--- src/rtl/vga_sync_gen.sv ---
// VGA raster timing generator: h/v position counters advanced by the pixel strobe, with registered sync,
// blanking, coordinate and line/frame pulse outputs. Define VGA_FRAME_CNT_EN to add an 8-bit frame counter.
module vga_sync_gen #(
    parameter int H_VISIBLE = 640,
    parameter int H_FRONT   = 16,
    parameter int H_SYNC    = 96,
    parameter int H_BACK    = 48,
    parameter int V_VISIBLE = 480,
    parameter int V_FRONT   = 10,
    parameter int V_SYNC    = 2,
    parameter int V_BACK    = 33,
    parameter bit HS_POL    = 1'b0,
    parameter bit VS_POL    = 1'b0
) (
    input  logic       clk,
    input  logic       reset,
    input  logic       pix_en,
    output logic       hsync,
    output logic       vsync,
    output logic       video_on,
    output logic [9:0] pix_x,
    output logic [9:0] pix_y,
    output logic       line_start,
    output logic       frame_start
`ifdef VGA_FRAME_CNT_EN
    ,
    output logic [7:0] frame_cnt
`endif
);

    localparam int H_TOTAL  = H_VISIBLE + H_FRONT + H_SYNC + H_BACK;
    localparam int V_TOTAL  = V_VISIBLE + V_FRONT + V_SYNC + V_BACK;
    localparam int HS_START = H_VISIBLE + H_FRONT;
    localparam int HS_END   = HS_START + H_SYNC;
    localparam int VS_START = V_VISIBLE + V_FRONT;
    localparam int VS_END   = VS_START + V_SYNC;

    generate
        if (H_TOTAL > 1024 || V_TOTAL > 1024) begin : g_size_check
            $error("vga_sync_gen: H_TOTAL and V_TOTAL must fit in 10-bit counters");
        end
    endgenerate

    logic [9:0] h_q, v_q, h_d, v_d;
    logic [9:0] pix_x_q, pix_y_q;
    logic       hsync_q, vsync_q, video_on_q, line_start_q, frame_start_q;
    logic       h_wrap, v_wrap, vis_d, hs_act_d, vs_act_d;

    // Outputs are decoded from the next position so they line up with the counters on the same edge.
    always_comb begin
        h_wrap   = (h_q == 10'(H_TOTAL - 1));
        v_wrap   = (v_q == 10'(V_TOTAL - 1));
        h_d      = h_wrap ? 10'd0 : h_q + 10'd1;
        v_d      = v_q;
        if (h_wrap) begin
            v_d = v_wrap ? 10'd0 : v_q + 10'd1;
        end
        vis_d    = (h_d < 10'(H_VISIBLE)) && (v_d < 10'(V_VISIBLE));
        hs_act_d = (h_d >= 10'(HS_START)) && (h_d < 10'(HS_END));
        vs_act_d = (v_d >= 10'(VS_START)) && (v_d < 10'(VS_END));
    end

    always_ff @(posedge clk or posedge reset) begin
        if (reset) begin
            h_q           <= 10'd0;
            v_q           <= 10'd0;
            hsync_q       <= ~HS_POL;
            vsync_q       <= ~VS_POL;
            video_on_q    <= 1'b0;
            pix_x_q       <= 10'd0;
            pix_y_q       <= 10'd0;
            line_start_q  <= 1'b0;
            frame_start_q <= 1'b0;
        end else if (pix_en) begin
            h_q           <= h_d;
            v_q           <= v_d;
            hsync_q       <= hs_act_d ? HS_POL : ~HS_POL;
            vsync_q       <= vs_act_d ? VS_POL : ~VS_POL;
            video_on_q    <= vis_d;
            pix_x_q       <= vis_d ? h_d : 10'd0;
            pix_y_q       <= vis_d ? v_d : 10'd0;
            line_start_q  <= h_wrap;
            frame_start_q <= h_wrap && v_wrap;
        end else begin
            line_start_q  <= 1'b0;
            frame_start_q <= 1'b0;
        end
    end

`ifdef VGA_FRAME_CNT_EN
    logic [7:0] frame_cnt_q;

    always_ff @(posedge clk or posedge reset) begin
        if (reset) begin
            frame_cnt_q <= 8'd0;
        end else if (pix_en && h_wrap && v_wrap) begin
            frame_cnt_q <= frame_cnt_q + 8'd1;
        end
    end

    assign frame_cnt = frame_cnt_q;
`endif

    assign hsync       = hsync_q;
    assign vsync       = vsync_q;
    assign video_on    = video_on_q;
    assign pix_x       = pix_x_q;
    assign pix_y       = pix_y_q;
    assign line_start  = line_start_q;
    assign frame_start = frame_start_q;

endmodule

--- config.mk ---
export PLATFORM = sky130hd
export DESIGN_NAME = vga_sync_gen
export DESIGN_NICKNAME = d
export VERILOG_FILES = /design/src/rtl/vga_sync_gen.sv
export SDC_FILE = /design/constraint.sdc
export NUM_CORES = 1
export LEC_CHECK = 0
export CAP_MARGIN = 20
export CORE_ASPECT_RATIO = 1.1
export CORE_MARGIN = 2
export CORE_UTILIZATION = 30
export DETAILED_ROUTE_END_ITERATION = 6
export PLACE_DENSITY_LB_ADDON = 0.05
export REMOVE_ABC_BUFFERS = 1
export SYNTH_ARGS = -nofsm -noshare
export SYNTH_HDL_FRONTEND = slang
export SYNTH_SLANG_ARGS = --single-unit
--- constraint.sdc ---
create_clock -name clk -period 2.5 [get_ports clk]
set_input_delay 0.375 -clock clk [delete_from_list [all_inputs] [get_ports clk]]
set_output_delay 0.375 -clock clk [all_outputs]
set_load 0.005 [all_outputs]
==> flow_summary.yaml, run 1 <==
logic_synthesis:
  seq_area_frac_synth_pct: 40.47
  postSynth.asyncResetShare_pct: 100.0
  synth_top_area_cell: "dfrtp_1"
  synth_top_cells_by_count: "dfrtp_1, nand2_1, inv_1"
  postSynth.topFlopCell: "dfrtp_1"
  yosys_register_bits: 45
  synth-edff-count: 0
  post_synth.cell_area_avg_um2: 10.03
  post_synth_num_cell_types: 58
  yosys.area.top_type_share_pct: 38.58
  syn_inst: 278
  netlist_area_um2: 2789
  netlist_top_cells_area: "dfrtp_1, o41ai_2, xnor2_1"
  post-synth-top-count-cell: "dfrtp_1"
  synth.yosys.warnings: 0
placed_design:
  routability_driven_placement_congestion_ratio: 0.7729
  detailedPlacementHpwl_um: 5385
  numPortBuffers: 27
  placed_cell_area_um2: 3278
  placed_cells: 421
  post-place-ws_ps: 232.8
min_path:
  hold_path_class: "in -> async"
layout:
  num_antenna_cells: 0
  final_design_area_no_fill_um2: 3374
  area_delta_synth_final_pct: 21.00
  multi_input_area_um2: 1434
  design.final.nets: 321
  final_layout_size_suffix_gt1_share_pct: 23.49
  fill_cells: 895
  regArea_um2: 1129
  finalNonFillerCells: 429
routing:
  routed_via_density: 5.107
  route.final.wire_length_um: 7424
  drt_drc_violations_left: 0
  routedWlPerCell_um: 17.31
  antenna_violation_net_count_after_detailed_routing: 0
  drt_pre_antenna_iters: 4
  routed-via-count: 2191
  drt-initial-drc-count: 70
worst_setup_path:
  timing.critical_path.buf_inv: 1
  maximum_single_stage_delay_on_the_critical_path_ps: 460
  setup.worst_path.end: "pix_y[3]$_DFFE_PP0P_"
  worst-path-max-fanout: 21
  worst_setup_path_startpoint: "h_q[0]$_DFFE_PP0P_"
  timing.critical_path.cells: "ha_1, nand4_2, nor4_4, nand4b_2, a211oi_4, buf_12, o32ai_2"
  r2r.worst_path.cells: 7
  cp_required_ps: 2670
  cp_slowest_cell: "nor4_4"
  crit_path_capture_type: "flip-flop"
  crit_path_start_kind: "flip-flop"
  worst_setup_path_category: "reg -> reg"
  cp_data_arrival_time_ps: 2450
  worst_r2r_endpoint: "pix_y[3]$_DFFE_PP0P_"
  ff2ff_setup_slack_ps: 220
  worst-path-stages: 7
  critical-path-top-delay-family: "simple AND/OR/NAND/NOR gates"
  timing.rr.start: "h_q[0]$_DFFE_PP0P_"
sta:
  layout_worst_path_cycle_share_pct: 91.01
  grt_setup_unrepaired: "false"
  finClkSkew_ps: 18.33
  maxSlewHeadroom_pct: 59.81
  setup_viol: 0
  final_count_of_hold_timing_violations: 0
  setup_ws_ps: 224.7
  worst_pin_slew_ps: 602.0
  report.final.slew_viol_count: 0
  setup-tns-final_ps: 0
  timing.fmax_mhz: 439.5
  period_needed_ps: 2275
clock_network:
  cts_hold_repair.buffers: 0
  cts-root-buf: "clkbuf_8"
  clock-sinks: 45
  cts-htree-levels: 2
  cts_tree: "built"
  postCtsSetupBuffers: 0
  insertion_delay_ps: 310
  cts_inserted_buffers: 5
  ctsResizeCount: 0
  path_clk_slew_ps: 100
  cts.path.max_buffers: 2
status:
  status: "completed"
floorplan:
  dieWidth_um: 95.93
  die_area_um2: 10080
  core.rowCount: 36
  start_util_pct: 31.11
  design.portCount: 28
  die_h_um: 105.1
  core_area_um2: 8964
pwr:
  total_power_w: 0.002105
  power.ir.vdd_worst_mv: 0.2848
  power.static_leakage_nw: 1.358
  pwr_density_cell_nw_per_um2: 623.7
grt:
  maximum_number_of_pins_on_one_net_before_global_route_repair: 29
  grt_antenna_before_repair: 0
  global_route.usage.met1_pct: 21.53
  globalRoute.totalOverflow: 0
  global_route.usage.met2_pct: 26.32
  grt_most_used_layer: "met2"
  grt_util_all_layers_pct: 16.02
  gr-usage-met3_pct: 2.307
  first_global_vias: 2271
  global_route_wire_length_before_repair_um: 12410
job:
  max_cap_violations: 0
-- layout make-up --
type,instances,share of cell area (%)
Tap cell,114,4.227
Multi-Input combinational cell,188,42.49
Inverter,20,2.225
Sequential cell,45,33.44
Clock inverter,2,0.4079
Clock buffer,6,2.447
Timing Repair Buffer,54,14.76
-- placed cells by master (no fill, tap or decap), types with 2 or more instances in the layout --
cell type / synthesis / layout
xnor2_1: 16 / 16
o41ai_2: 12 / 12
a2111oi_0: 2 / 2
and4_1: 3 / 3
and3_1: 4 / 4
clkbuf_8: 0 / 6
inv_1: 17 / 16
xor2_1: 2 / 2
a21oi_1: 13 / 13
nand4_1: 9 / 9
buf_12: 0 / 2
o21ai_0: 7 / 7
clkdlybuf4s50_1: 0 / 27
o31ai_1: 3 / 3
inv_2: 3 / 4
nor4_1: 4 / 4
ha_1: 4 / 4
nor2b_1: 3 / 3
o21a_1: 2 / 2
dfstp_2: 2 / 2
nand2_1: 29 / 29
o21ai_1: 6 / 6
dfrtp_1: 43 / 43
nand3_1: 11 / 11
o311ai_0: 2 / 2
buf_4: 1 / 25
nor3_1: 6 / 6
nor2_1: 13 / 13
o32ai_2: 7 / 7
o211ai_1: 3 / 3
-- per-layer routing --
layer  routed length (um)  vias to the layer above
met2                 3604                       30
met4                  126                        0
met3                  146                       10
li1                     -                     1088
met5                    0                        -
met1                 3546                     1063
-- through the flow --
step / util [%] / hold slack (ps)
3_3_place_gp: 36.57 / 468.1
4_1_cts: 37.65 / 356.6
6_report: 37.65 / 347.9
3_5_place_dp: 36.57 / 463.3
5_1_grt: 37.65 / 366.6
2_1_floorplan: - / 440.6
-- state kept, by name, indices dropped and copies added, names as in the netlist --
name / flops
pix_y: 10
line_start: 1
hsync: 1
pix_x: 10
video_on: 1
v_q: 10
h_q: 10
frame_start: 1
vsync: 1
-- cell families after synthesis --
| family | after synthesis | synth area share [%] |
|---|---|---|
| flops | 45 | 40.47 |
| compound gates | 70 | 24.18 |
| xor+xnor | 18 | 5.653 |
| fa+ha+maj | 4 | 1.795 |
| simple gates | 95 | 19.43 |
| buf+inv | 45 | 8.120 |
| mux | 1 | 0.3589 |
-- report_power, final --
| group | switching [W] | internal (W) | leakage, nW |
|---|---|---|---|
| combinational | 0.000343 | 0.000332 | 0.737 |
| sequential | 0.0000933 | 0.000835 | 0.570 |
| clock | 0.000275 | 0.000225 | 0.0512 |
| total | 0.000712 | 0.00139 | 1.36 |
-- worst min path at each step --
| stage | from | end | slack [ps] | cells after the start |
|---|---|---|---|---|
| floorplan | pix_en | pix_y[9]$_DFFE_PP0P_ | 440 | 1 |
| global placement | pix_y[8]$_DFFE_PP0P_ | pix_y[8]$_DFFE_PP0P_ | 470 | 2 |
| detailed placement | pix_y[8]$_DFFE_PP0P_ | pix_y[8]$_DFFE_PP0P_ | 460 | 2 |
| CTS | reset | video_on$_DFFE_PP0P_ | 360 | 2 |
| global route | reset | video_on$_DFFE_PP0P_ | 370 | 2 |
| finish | reset | video_on$_DFFE_PP0P_ | 350 | 2 |
(Power assumes the default switching activity.)
==> run 2: changes to the inputs <==
--- a/config.mk
+++ b/config.mk
@@ -5,12 +5,12 @@
 export SDC_FILE = /design/constraint.sdc
 export NUM_CORES = 1
 export LEC_CHECK = 0
+export ABC_CLOCK_PERIOD_IN_PS = 2500
 export CAP_MARGIN = 20
 export CORE_ASPECT_RATIO = 1.1
 export CORE_MARGIN = 2
 export CORE_UTILIZATION = 30
 export DETAILED_ROUTE_END_ITERATION = 6
-export PLACE_DENSITY_LB_ADDON = 0.05
 export REMOVE_ABC_BUFFERS = 1
 export SYNTH_ARGS = -nofsm -noshare
 export SYNTH_HDL_FRONTEND = slang
==> flow_summary.yaml, run 2 (synthesis results as in run 1) <==
status:
  status: "completed"
worst_setup_path:
  cp_required_ps: 2730
  worst-path-max-fanout: 7
  crit_path_start_kind: "flip-flop"
  cp_data_arrival_time_ps: 2610
  r2r.worst_path.cells: 7
  worst_setup_path_category: "reg -> reg"
  timing.rr.start: "h_q[1]$_DFFE_PP0P_"
  worst_r2r_endpoint: "v_q[7]$_DFFE_PP0P_"
  crit_path_capture_type: "flip-flop"
  ff2ff_setup_slack_ps: 110
placed_design:
  numPortBuffers: 27
  post-place-ws_ps: 149.1
  placed_cells: 416
  detailedPlacementHpwl_um: 4884
  routability_driven_placement_congestion_ratio: 0.9387
floorplan:
  dieWidth_um: 95.93
  die_h_um: 105.1
  start_util_pct: 31.11
  core_area_um2: 8964
  die_area_um2: 10080
  core.rowCount: 36
  design.portCount: 28
routing:
  wl_met1_um: 2983
  routed-via-count: 2231
  routedWlPerCell_um: 15.50
  dr_wl_met2_um: 3241
  drt_drc_violations_left: 0
  routed_via_density: 5.249
  drt-initial-drc-count: 118
  route.final.wire_length_um: 6589
  drt_pre_antenna_iters: 4
  antenna_violation_net_count_after_detailed_routing: 0
  highest-signal-layer: "met4"
  dr_wl_met3_um: 288
grt:
  globalRoute.totalOverflow: 0
  global_route_wire_length_before_repair_um: 11790
  first_global_vias: 2330
  grt_antenna_before_repair: 0
  grt_util_all_layers_pct: 14.59
  maximum_number_of_pins_on_one_net_before_global_route_repair: 29
layout:
  final_core_area_utilization_pct: 37.55
  fill_cells: 881
  final_layout_size_suffix_gt1_share_pct: 22.51
  design.final.nets: 317
  finalNonFillerCells: 425
  num_antenna_cells: 0
  layout_commonest_cell: "dfrtp_1"
  most_used_cells_in_the_layout_excluding_fill_and_tap_cells: "dfrtp_1, nand2_1, clkdlybuf4s50_1, buf_4"
  area_delta_synth_final_pct: 20.68
sta:
  report.final.slew_viol_count: 0
  worst_pin_slew_ps: 599.1
  layout_worst_path_cycle_share_pct: 95.44
  setup_viol: 0
  period_needed_ps: 2386
  final_count_of_hold_timing_violations: 0
  hold_slack_ps: 427.1
  setup_ws_ps: 114.1
  maxSlewHeadroom_pct: 60.00
  grt_setup_unrepaired: "false"
  finClkSkew_ps: 12.68
  timing.fmax_mhz: 419.1
clock_network:
  cts.path.max_buffers: 2
  insertion_delay_ps: 300
  cts_tree: "built"
  cts_inserted_buffers: 5
  cts_hold_repair.buffers: 0
  clock-sinks: 45
  path_clk_slew_ps: 80
  cts-root-buf: "clkbuf_8"
  cts-htree-levels: 2
pwr:
  power.static_leakage_nw: 1.350
  pwr_density_cell_nw_per_um2: 626.6
  power.ir.vdd_worst_mv: 0.3739
  total_power_w: 0.002109
job:
  max_cap_violations: 0
min_path:
  hold_path_class: "in -> async"
run 2: cell count changes in the layout (fill, tap and decap cells not counted):
cell / before / now
and4_1: 3 / 2
clkinv_2: 1 / 0
buf_4: 25 / 21
and4_2: 0 / 1
clkinv_4: 1 / 0
bufinv_16: 0 / 1
clkbuf_1: 0 / 1
run 2: worst max path at each step:
stage,start,endpoint,slack (ps),depth (start not counted)
floorplan,h_q[0]$_DFFE_PP0P_,pix_x[0]$_DFFE_PP0P_,-190,6
global placement,h_q[0]$_DFFE_PP0P_,v_q[7]$_DFFE_PP0P_,210,7
detailed placement,h_q[0]$_DFFE_PP0P_,pix_y[1]$_DFFE_PP0P_,150,7
CTS,h_q[1]$_DFFE_PP0P_,v_q[7]$_DFFE_PP0P_,120,7
global route,h_q[1]$_DFFE_PP0P_,v_q[7]$_DFFE_PP0P_,5,7
finish,h_q[1]$_DFFE_PP0P_,v_q[7]$_DFFE_PP0P_,110,7
run 2: routing by layer:
metal	track usage, %	vias to the layer above
met5	0	-
met4	3.265	0
met3	3.100	7
met2	23.78	64
met1	19.70	1081
li1	-	1079
run 2: report_power, final:
part	switching, W	internal [W]	leakage [nW]	total [W]
Clock	0.000247	0.000326	0.0585	0.000573
Combinational	0.000274	0.000283	0.722	0.000557
Sequential	0.000144	0.000835	0.570	0.000979
run 2: repair_timing:
action | CTS | global route
buffers inserted | 0 | 1
resized for setup | 0 | 1
endpoints found under the setup margin | 0 | 19
run 2: metrics by stage:
stage | TNS [ps] | cell area (um^2)
6_report | 0 | 3366
5_1_grt | 0 | 3366
4_1_cts | 0 | 3357
3_5_place_dp | 0 | 3241
3_3_place_gp | 0 | 3241
2_1_floorplan | -3357 | 2638
run 2: final cells by class:
type                       count  area, um^2  area share (%)
tap                          114       142.6           4.238
clock inverter                 1       30.03          0.8922
clock buffer                   7       86.33           2.565
sequential                    45        1129           33.53
timing repair buffer          50       467.9           13.90
multi-input combinational    188        1435           42.64
inverter                      20       75.07           2.230
run 2: worst max-delay path, stage by stage, from the launching register on:
cell and delay (ps):
dfrtp_1 430, ha_1 230, nand4_2 260, nor3_2 520
nand2_1 300, buf_4 240, nor3_1 180, xor2_1 160
